==> src/rtl/tlb_miss_arbiter.sv <==
// tlb_miss_arbiter: shares one page-table walker between ITLB and DTLB misses, D-first with I anti-starvation.
// Define RAFI_TLB_ARB_SATP_FLUSH_EN to discard and re-walk results made stale by a satp write.
package tlb_miss_arbiter_pkg;
   typedef enum logic [1:0] {
      MemoryAccessType_Instruction = 2'd0,
      MemoryAccessType_Load        = 2'd1,
      MemoryAccessType_Store       = 2'd2
   } MemoryAccessType;
endpackage

module tlb_miss_arbiter
   import tlb_miss_arbiter_pkg::*;
#(
   parameter int STARVE_LIMIT = 4
) (
   input  logic            clk,
   input  logic            rst,
   input  logic            iMissReq,
   input  logic [19:0]     iMissPage,
   output logic            iMissAck,
   output logic            iTlbWriteEnable,
   input  logic            dMissReq,
   input  logic [19:0]     dMissPage,
   input  MemoryAccessType dMissType,
   output logic            dMissAck,
   output logic            dTlbWriteEnable,
   output logic            walkerEnable,
   output logic [19:0]     walkerPage,
   output MemoryAccessType walkerType,
   input  logic            walkerDone,
   input  logic            walkerTlbWriteEnable,
   input  logic            csrSatpWrite,
   output logic            busy
);
   typedef enum logic [1:0] {IDLE, ISSUE, WALK} state_t;
   state_t          state, state_n;
   logic            owner_d, owner_d_n;
   logic [19:0]     page_q, page_n;
   MemoryAccessType type_q, type_n;
   logic [3:0]      starve_q, starve_n;
   logic            stale_q, stale_n;
   logic            grant_i, walk, deliver;
   always_ff @(posedge clk)
      if (rst) begin
         state    <= IDLE;
         owner_d  <= 1'b0;
         page_q   <= '0;
         type_q   <= MemoryAccessType_Instruction;
         starve_q <= '0;
         stale_q  <= 1'b0;
      end else begin
         state    <= state_n;
         owner_d  <= owner_d_n;
         page_q   <= page_n;
         type_q   <= type_n;
         starve_q <= starve_n;
         stale_q  <= stale_n;
      end
   // I only overtakes a pending D once D has been granted STARVE_LIMIT times in a row
   always_comb begin
      state_n   = state;
      owner_d_n = owner_d;
      page_n    = page_q;
      type_n    = type_q;
      starve_n  = starve_q;
      grant_i   = iMissReq && (!dMissReq || starve_q == 4'(STARVE_LIMIT));
      if (state == IDLE && (iMissReq || dMissReq)) begin
         state_n   = ISSUE;
         owner_d_n = !grant_i;
         page_n    = grant_i ? iMissPage : dMissPage;
         type_n    = grant_i ? MemoryAccessType_Instruction : dMissType;
         starve_n  = (!grant_i && iMissReq) ? ((starve_q == 4'hf) ? starve_q : starve_q + 4'd1) : 4'd0;
      end
      if (state == ISSUE)
         state_n = WALK;
      if (state == WALK && walkerDone)
         state_n = stale_q ? ISSUE : IDLE;
   end
`ifdef RAFI_TLB_ARB_SATP_FLUSH_EN
   // a satp write landing on the done cycle of a re-walk taints that re-walk too
   always_comb
      stale_n = (state == WALK && walkerDone) ? (stale_q && csrSatpWrite) : (stale_q || (state != IDLE && csrSatpWrite));
`else
   logic unused_satp;
   assign unused_satp = csrSatpWrite;
   assign stale_n = 1'b0;
`endif
   assign walk            = state == WALK && !rst;
   assign deliver         = walk && !stale_q;
   assign busy            = state != IDLE && !rst;
   assign walkerEnable    = state == ISSUE && !rst;
   assign walkerPage      = page_q;
   assign walkerType      = type_q;
   assign iMissAck        = deliver && walkerDone && !owner_d;
   assign dMissAck        = deliver && walkerDone && owner_d;
   assign iTlbWriteEnable = deliver && walkerTlbWriteEnable && !owner_d;
   assign dTlbWriteEnable = deliver && walkerTlbWriteEnable && owner_d;
endmodule

==> config.mk <==
export PLATFORM = sky130hd
export DESIGN_NAME = tlb_miss_arbiter
export DESIGN_NICKNAME = d
export VERILOG_FILES = /design/src/rtl/tlb_miss_arbiter.sv
export SDC_FILE = /design/constraint.sdc
export NUM_CORES = 1
export LEC_CHECK = 0
export BUFFER_PORTS_ARGS = -buffer_cell sky130_fd_sc_hd__buf_2
export CAP_MARGIN = 10
export CELL_PAD_IN_SITES_DETAIL_PLACEMENT = 1
export CELL_PAD_IN_SITES_GLOBAL_PLACEMENT = 2
export CORE_UTILIZATION = 28
export CTS_CLUSTER_SIZE = 40
export DETAILED_ROUTE_END_ITERATION = 16
export PLACE_DENSITY = 0.87
export SYNTH_ARGS = -nofsm -noshare
export SYNTH_HDL_FRONTEND = slang
export SYNTH_SLANG_ARGS = --single-unit
==> constraint.sdc <==
create_clock -name clk -period 3.6 [get_ports clk]
set_input_delay 0.36 -clock clk [delete_from_list [all_inputs] [get_ports clk]]
set_output_delay 0.36 -clock clk [all_outputs]
set_load 0.02 [all_outputs]
==> results of run 1 <==
-- power breakdown --
group | internal (mW) | switching [mW]
sequential | 0.355 | 0.0200
combinational | 0.0917 | 0.138
clock | 0.225 | 0.125
-- cell type report --
type / count / area share
clock inverter: 1 / 0.0141
timing repair buffer: 77 / 0.183
inverter: 4 / 0.00704
sequential: 29 / 0.272
clock buffer: 7 / 0.0405
multi-input combinational: 134 / 0.441
tap: 72 / 0.0422
-- worst max path at each step --
| stage | from | to | slack (ns) | depth (start not counted) |
|---|---|---|---|---|
| finish | starve_q[0] | walkerPage[0] | 1.72 | 5 |
| global route | starve_q[0] | walkerPage[0] | 1.45 | 5 |
| CTS | starve_q[0] | walkerPage[6] | 1.67 | 5 |
| detailed placement | state[0] | walkerPage[6] | 1.69 | 3 |
| global placement | starve_q[0] | walkerPage[8] | 1.73 | 5 |
| floorplan | starve_q[0] | starve_q[1] | 2.13 | 5 |
-- stage by stage --
step / utilization / instance area (sq um)
6_report: 0.380 / 2130
5_1_grt: 0.380 / 2130
4_1_cts: 0.380 / 2130
3_5_place_dp: 0.360 / 2020
3_3_place_gp: 0.360 / 2020
2_1_floorplan: - / 1670
-- worst register-to-register path: cells and delay by family (launching register included) --
family / cells / cell delay, ns
adders and majority gates: 1 / 0.22
DFF: 1 / 0.34
and+or+nand+nor: 1 / 0.50
AOI/OAI and AO/OA: 2 / 0.63
buffers and inverters: 1 / 0.08
-- logic make-up after synthesis --
logic type | count (synthesis) | synth area share
buffers and inverters | 25 | 0.0893
adders and majority gates | 2 | 0.0150
muxes | 2 | 0.0120
DFF | 29 | 0.348
and+or+nand+nor | 55 | 0.190
AOI/OAI and AO/OA | 75 | 0.346
-- sequential cells by signal, summed over array words and instances (netlist names) --
register,count
owner_d,1
starve_q,4
state,2
walkerPage,20
walkerType,2
-- per-layer routing --
layer / vias to the layer above / track usage / part of all wire
met4: 0 / 0.0582 / 0.014
li1: 832 / - / -
met1: 783 / 0.188 / 0.45
met5: - / 0 / 0
met2: 49 / 0.273 / 0.49
met3: 5 / 0.0402 / 0.048
-- cell usage after synthesis, types with 2 or more instances --
cell                        n  area [sq um]
sky130_fd_sc_hd__buf_6      4          45.0
sky130_fd_sc_hd__nand4_1    2          12.5
sky130_fd_sc_hd__a21bo_1   17           170
sky130_fd_sc_hd__nand3_1   20           100
sky130_fd_sc_hd__a311oi_1  20           175
sky130_fd_sc_hd__and3b_1    2          17.5
sky130_fd_sc_hd__nand2_1    7          26.3
sky130_fd_sc_hd__a31oi_1    2          12.5
sky130_fd_sc_hd__buf_2     11          55.1
sky130_fd_sc_hd__buf_4      3          22.5
sky130_fd_sc_hd__inv_1      4          15.0
sky130_fd_sc_hd__mux2i_1    2          20.0
sky130_fd_sc_hd__nor2_1     6          22.5
sky130_fd_sc_hd__o21ai_0    3          15.0
sky130_fd_sc_hd__a21oi_1   25           125
sky130_fd_sc_hd__a21bo_2    3          30.0
sky130_fd_sc_hd__ha_1       2          25.0
sky130_fd_sc_hd__clkbuf_1   3          11.3
sky130_fd_sc_hd__dfxtp_1   29           581
sky130_fd_sc_hd__nand2b_1   4          25.0
sky130_fd_sc_hd__nor3_1     3          15.0
==> summary.md, run 1 <==
| Metric | Value |
|---|---|
| Kind of critical path | `register to register` |
| Post-CTS Hold Fix Bufs | `0` |
| Vias in the first global route | `1,663` |
| Depth of the worst register-to-register path | `5` |
| Overflow left after global routing | `0` |
| Post-cts sizing count | `0` |
| Cell Rows | `27` |
| Non-filler instance count after layout | `324` |
| Run status | `finished, final reports clean` |
| Post-synth design cell area | `1670 sq um` |
| Minimum setup slack in the final design | `1.72 ns` |
| Async S/R FF share, synth | `0` |
| Placed Cells | `316` |
| ANT cells | `0` |
| Initial antenna violation count | `0` |
| Number of buffers inserted by post-CTS setup repair | `0` |
| PortBufs | `75` |
| Number of buffers on the longest clock path | `2` |
| CP max stage cell | `sky130_fd_sc_hd__nand4b_4` |
| Hold Path Depth | `3` |
| Pwr Total | `0.955 mW` |
| #FFs+latches synth | `29` |
| Overall global routing resource usage | `0.158` |
| Worst max-slew margin expressed relative to the limit | `0.373` |
| Area taken by flip-flops and latches | `581 sq um` |
| Drc violations | `0` |
| Number of H-tree levels | `2` |
| CP Data Arrival Time | `2.07 ns` |
| Average routed wire per standard cell | `14.3 um` |
| Number of warning messages in the yosys log | `0` |
| Height of the die | `79.2 um` |
| Ordered list of cells on the worst path | `inv_1, ha_1, nand4b_4, a21bo_2, a311oi_1` |
| Sequential fraction of the synthesis area | `0.348` |
| Clock period minus worst slack | `1.88 ns` |
| Hold WS | `0.342 ns` |
| Capturing point of the worst reg2reg path | `walkerPage[0]` |
| Area of the die | `6270 sq um` |
| Peak Freq | `0.532 GHz` |
| Most used flip-flop cell after synthesis | `sky130_fd_sc_hd__dfxtp_1` |
| Count of final setup violators | `0` |
| Post-Synthesis Net Count | `239` |
| Average via count per standard cell | `5.15` |
| Post-Synthesis Cells | `188` |
| Most frequent standard cell in the layout excluding fill and tap cells | `sky130_fd_sc_hd__buf_2` |
| Leak | `0.991 nW` |
| Maximum fanout encountered on the critical timing path | `43` |
| Area overhead of the layout relative to synthesis | `27.9%` |
| Total area of multi-input combinational cells | `941 sq um` |
| Slew at the pin with the worst max-slew slack | `0.939 ns` |
| Share of post-route cells with drive strength above 1 | `0.365` |
| Clock tree from TritonCTS | `yes` |
| Total Routed Length | `4620 um` |
| Sum of buffers and inverters on the critical path | `1` |
| Slew Limit Fails | `0` |
| Antenna Violating Nets Remaining | `0` |
| Number of buffers created by CTS | `5` |
| Dominant delay contributor by cell family on the critical path | `compound AO/OA/AOI/OAI gates` |
| Summed negative setup slack over all endpoints | `0 ns` |
| First-pass GRT wire length | `7650 um` |
| Vias post-DR | `1,669` |
| Worst min-delay path class | `input port to register` |
| Cell variety after synth | `37` |
| Final Hold Viols | `0` |
| Sort of element at the end of the critical path | `register` |
| Launching element type of the critical path | `register` |
| Post-DP HPWL | `3180 um` |
| Top Ports | `77` |
| Power Density | `448 nW/um^2` |
| FILL cells | `728` |
| Count of flip-flops with a built-in enable after synthesis | `0` |
| Nets | `302` |
| Routability-driven placement congestion ratio | `0.799` |
| Required @ worst endpoint | `3.79 ns` |
| Mean area per synthesized cell | `8.87 sq um` |
| # clock sinks | `29` |
| Pin count of the biggest net entering global routing | `44` |
| Number of design-rule violations left by the first detailed-router iteration | `55` |
| Max Cap Viol | `0` |
| Starting Density | `0.297` |
| Worst setup slack for register-to-register paths | `1.72 ns` |
| CTS Root Cell | `sky130_fd_sc_hd__clkbuf_8` |
| Largest voltage drop on the vdd net | `0.000141 V` |
| Worst-case clock skew | `0.00669 ns` |
| Insertion delay to the later sink of the worst-skew pair | `0.28 ns` |
| Most frequent cells in the layout | `sky130_fd_sc_hd__buf_2, sky130_fd_sc_hd__dfxtp_1, sky130_fd_sc_hd__a21oi_1, sky130_fd_sc_hd__nand3_1, sky130_fd_sc_hd__a311oi_1` |
| Hold endpoint | `walkerType[0]` |
| First drt pass iteration count | `4` |
| RSZ-0062 raised after global routing | `false` |
| Hold Crit Start | `dMissType[0]` |
| Core footprint | `5610 sq um` |
| Post-route clock period utilization | `0.522` |
| Worst path max stage delay | `0.50 ns` |
| Horiz. Die Dim | `79.2 um` |
| Worst-case setup slack after placement | `1.69 ns` |
| Reg-to-reg startpoint | `starve_q[0]` |
| Post-CTS clock slew at the launch and capture registers of the worst setup and hold paths | `0.06 ns` |
(Power assumes the default switching activity.)
==> inputs of run 2 (changes only) <==
CORE_UTILIZATION = 23   (was 28)
PLACE_DENSITY = 0.77   (was 0.87)
clock period = 1.6 ns   (was 3.6 ns; I/O delays follow)
==> run 2 against run 1 <==
Net effect: die area grew 21%; clock skew shrank 0.0014 ns; largest cell class unchanged; clock power grew 65%; global-route usage shrank 1.6 points; hold slack lost 0.20 ns; flip-flop and latch count is the same; largest power group unchanged; wire length grew 14%; worst setup slack lost 1.6 ns; critical path type unchanged; via count grew 3.4%.
==> summary.md, run 2 (synthesis results as in run 1) <==
| Metric | Value |
|---|---|
| Run status | `finished, final reports clean (unchanged)` |
| Pin count of the biggest net entering global routing | `42 (was 44)` |
| Sw power | `0.656 mW (was 0.283 mW)` |
| Clock period minus worst slack | `1.50 ns (was 1.88 ns)` |
| Relative contribution of combinational cells to total power | `0.289 (was 0.241)` |
| Average via count per standard cell | `4.81 (was 5.15)` |
| Worst-case setup slack after placement | `0.0695 ns (was 1.69 ns)` |
| Leak | `1.06 nW (was 0.991 nW)` |
| Peak Freq | `0.665 GHz (was 0.532 GHz)` |
| Maximum fanout encountered on the critical timing path | `3 (was 43)` |
| Sort of element at the end of the critical path | `register (unchanged)` |
| Initial antenna violation count | `0 (unchanged)` |
| Placed Cells | `348 (was 316)` |
| PortBufs | `75 (unchanged)` |
| Worst min-delay path class | `input port to register (unchanged)` |
| # clock sinks | `29 (unchanged)` |
| Post-CTS clock slew at the launch and capture registers of the worst setup and hold paths | `0.06 ns (about the same)` |
| Slew at the pin with the worst max-slew slack | `0.502 ns (was 0.939 ns)` |
| Kind of critical path | `register to register (unchanged)` |
| Non-filler instance count after layout | `359 (was 324)` |
| Worst max-slew margin expressed relative to the limit | `0.666 (was 0.373)` |
| ANT cells | `0 (unchanged)` |
| Largest voltage drop on the vdd net | `0.000347 V (was 0.000141 V)` |
| Total Routed Length | `5270 um (was 4620 um)` |
| Starting Density | `0.241 (was 0.297)` |
| Drc violations | `0 (unchanged)` |
| Summed negative setup slack over all endpoints | `0 ns (unchanged)` |
| Vias in the first global route | `1,771 (was 1,663)` |
| Share of post-route cells with drive strength above 1 | `0.407 (was 0.365)` |
| Required @ worst endpoint | `1.80 ns (was 3.79 ns)` |
| Final Hold Viols | `0 (unchanged)` |
| CTS Root Cell | `sky130_fd_sc_hd__clkbuf_8 (unchanged)` |
| Vias post-DR | `1,726 (was 1,669)` |
| Overflow left after global routing | `0 (unchanged)` |
| Standard cell area after detailed placement | `2140 sq um (was 2020 sq um)` |
| Pwr Total | `2.00 mW (was 0.955 mW)` |
| Nets | `313 (was 302)` |
| Switching part of the total power | `0.328 (was 0.296)` |
| Insertion delay to the later sink of the worst-skew pair | `0.28 ns (about the same)` |
| Number of design-rule violations left by the first detailed-router iteration | `38 (was 55)` |
| Part of the power in registers | `0.422 (was 0.393)` |
| Internal Dissipation | `1.34 mW (was 0.673 mW)` |
| Core footprint | `6910 sq um (was 5610 sq um)` |
| Power Density | `869 nW/um^2 (was 448 nW/um^2)` |
| Number of H-tree levels | `2 (unchanged)` |
| CP Data Arrival Time | `1.71 ns (was 2.07 ns)` |
| Height of the die | `87.2 um (was 79.2 um)` |
| Relative contribution of the clock network to total power | `0.289 (was 0.366)` |
| Top Ports | `77 (unchanged)` |
| Minimum setup slack in the final design | `0.0972 ns (was 1.72 ns)` |
| Flip-flop count of the largest register after layout | `20 (unchanged)` |
| Routability-driven placement congestion ratio | `0.840 (was 0.799)` |
| Slew Limit Fails | `0 (unchanged)` |
| Number of buffers on the longest clock path | `2 (unchanged)` |
| Clock tree from TritonCTS | `yes (unchanged)` |
| Overall global routing resource usage | `0.142 (was 0.158)` |
| FILL cells | `877 (was 728)` |
| Average routed wire per standard cell | `14.7 um (was 14.3 um)` |
| Post-route clock period utilization | `0.939 (was 0.522)` |
| Most frequent cells in the layout | `sky130_fd_sc_hd__buf_2, sky130_fd_sc_hd__dfxtp_1, sky130_fd_sc_hd__a21oi_1, sky130_fd_sc_hd__nand3_1 (was sky130_fd_sc_hd__buf_2, sky130_fd_sc_hd__dfxtp_1, sky130_fd_sc_hd__a21oi_1, sky130_fd_sc_hd__nand3_1, sky130_fd_sc_hd__a311oi_1)` |
| Worst setup slack for register-to-register paths | `0.1 ns (was 1.72 ns)` |
| Finished Cell Area | `2300 sq um (was 2130 sq um)` |
| First drt pass iteration count | `4 (unchanged)` |
| Most frequent standard cell in the layout excluding fill and tap cells | `sky130_fd_sc_hd__buf_2 (unchanged)` |
| Area overhead of the layout relative to synthesis | `38.0% (was 27.9%)` |
| Post-DP HPWL | `3600 um (was 3180 um)` |
| Number of buffers created by CTS | `5 (unchanged)` |
| Cell Rows | `30 (was 27)` |
| Worst-case clock skew | `0.00534 ns (was 0.00669 ns)` |
| Max Cap Viol | `0 (unchanged)` |
| First-pass GRT wire length | `8380 um (was 7650 um)` |
| Launching element type of the critical path | `register (unchanged)` |
| Antenna Violating Nets Remaining | `0 (unchanged)` |
| Area of the die | `7600 sq um (was 6270 sq um)` |
| Count of final setup violators | `0 (unchanged)` |
| Horiz. Die Dim | `87.2 um (was 79.2 um)` |
run 2: changes by cell type in the layout (fill, tap and decap cells not counted), sizes merged:
cell    before  now
bufinv       1    0
buf         77   87
clkinv       0    2
run 2: through the flow:
step	hold slack (ns)	utilization
2_1_floorplan	0.310	-
3_3_place_gp	0.440	0.310
3_5_place_dp	0.445	0.310
4_1_cts	0.142	0.322
5_1_grt	0.152	0.333
6_report	0.147	0.333
run 2: final cells by class:
class,count,area [sq um],share of cell area
inverters,4,15.0,0.00653
multi-input cells,134,970,0.421
flip-flops and latches,29,582,0.253
clock buffers,6,72.6,0.0315
clock inverters,2,10.0,0.00435
well taps,96,120,0.0522
repair buffers,88,532,0.231
run 2: worst paths after layout:
check | start | endpoint | depth (start not counted)
min | dMissPage[10] | walkerPage[10] | 3
max | starve_q[0] | starve_q[1] | 5
min reg2reg | walkerType[1] | walkerType[1] | 2
max reg2reg | starve_q[0] | starve_q[1] | 5
run 2: repair_timing:
| item | 4_1_cts | 5_1_grt |
|---|---|---|
| gates resized for setup | 0 | 7 |
| hold buffers | 0 | 0 |
| buffers inserted | 0 | 2 |
| hold endpoints to repair | 0 | 0 |
| endpoints found under the setup margin | 0 | 22 |
run 2: power groups by stage:
stage	logic, mW	clock network [mW]	registers [mW]
2_1_floorplan	0.277	0	0.936
4_1_cts	0.570	0.601	0.843
6_report	0.578	0.578	0.843
3_3_place_gp	0.559	0	0.857
3_5_place_dp	0.568	0	0.858
5_1_grt	0.634	0.634	0.851
run 2: layer usage:
| layer | GRT usage | up-vias | part of all wire |
|---|---|---|---|
| li1 | - | 856 | - |
| met1 | 0.175 | 819 | 0.46 |
| met2 | 0.243 | 44 | 0.48 |
| met3 | 0.0303 | 7 | 0.042 |
| met4 | 0.0551 | 0 | 0.014 |
| met5 | 0 | - | 0 |
run 2: worst max-delay path, cell delays in order, from the launching register on:
cell,delay [ns]
sky130_fd_sc_hd__dfxtp_1,0.34
sky130_fd_sc_hd__inv_1,0.09
sky130_fd_sc_hd__ha_4,0.19
sky130_fd_sc_hd__and3b_1,0.19
sky130_fd_sc_hd__or4b_1,0.47
sky130_fd_sc_hd__mux2i_1,0.16
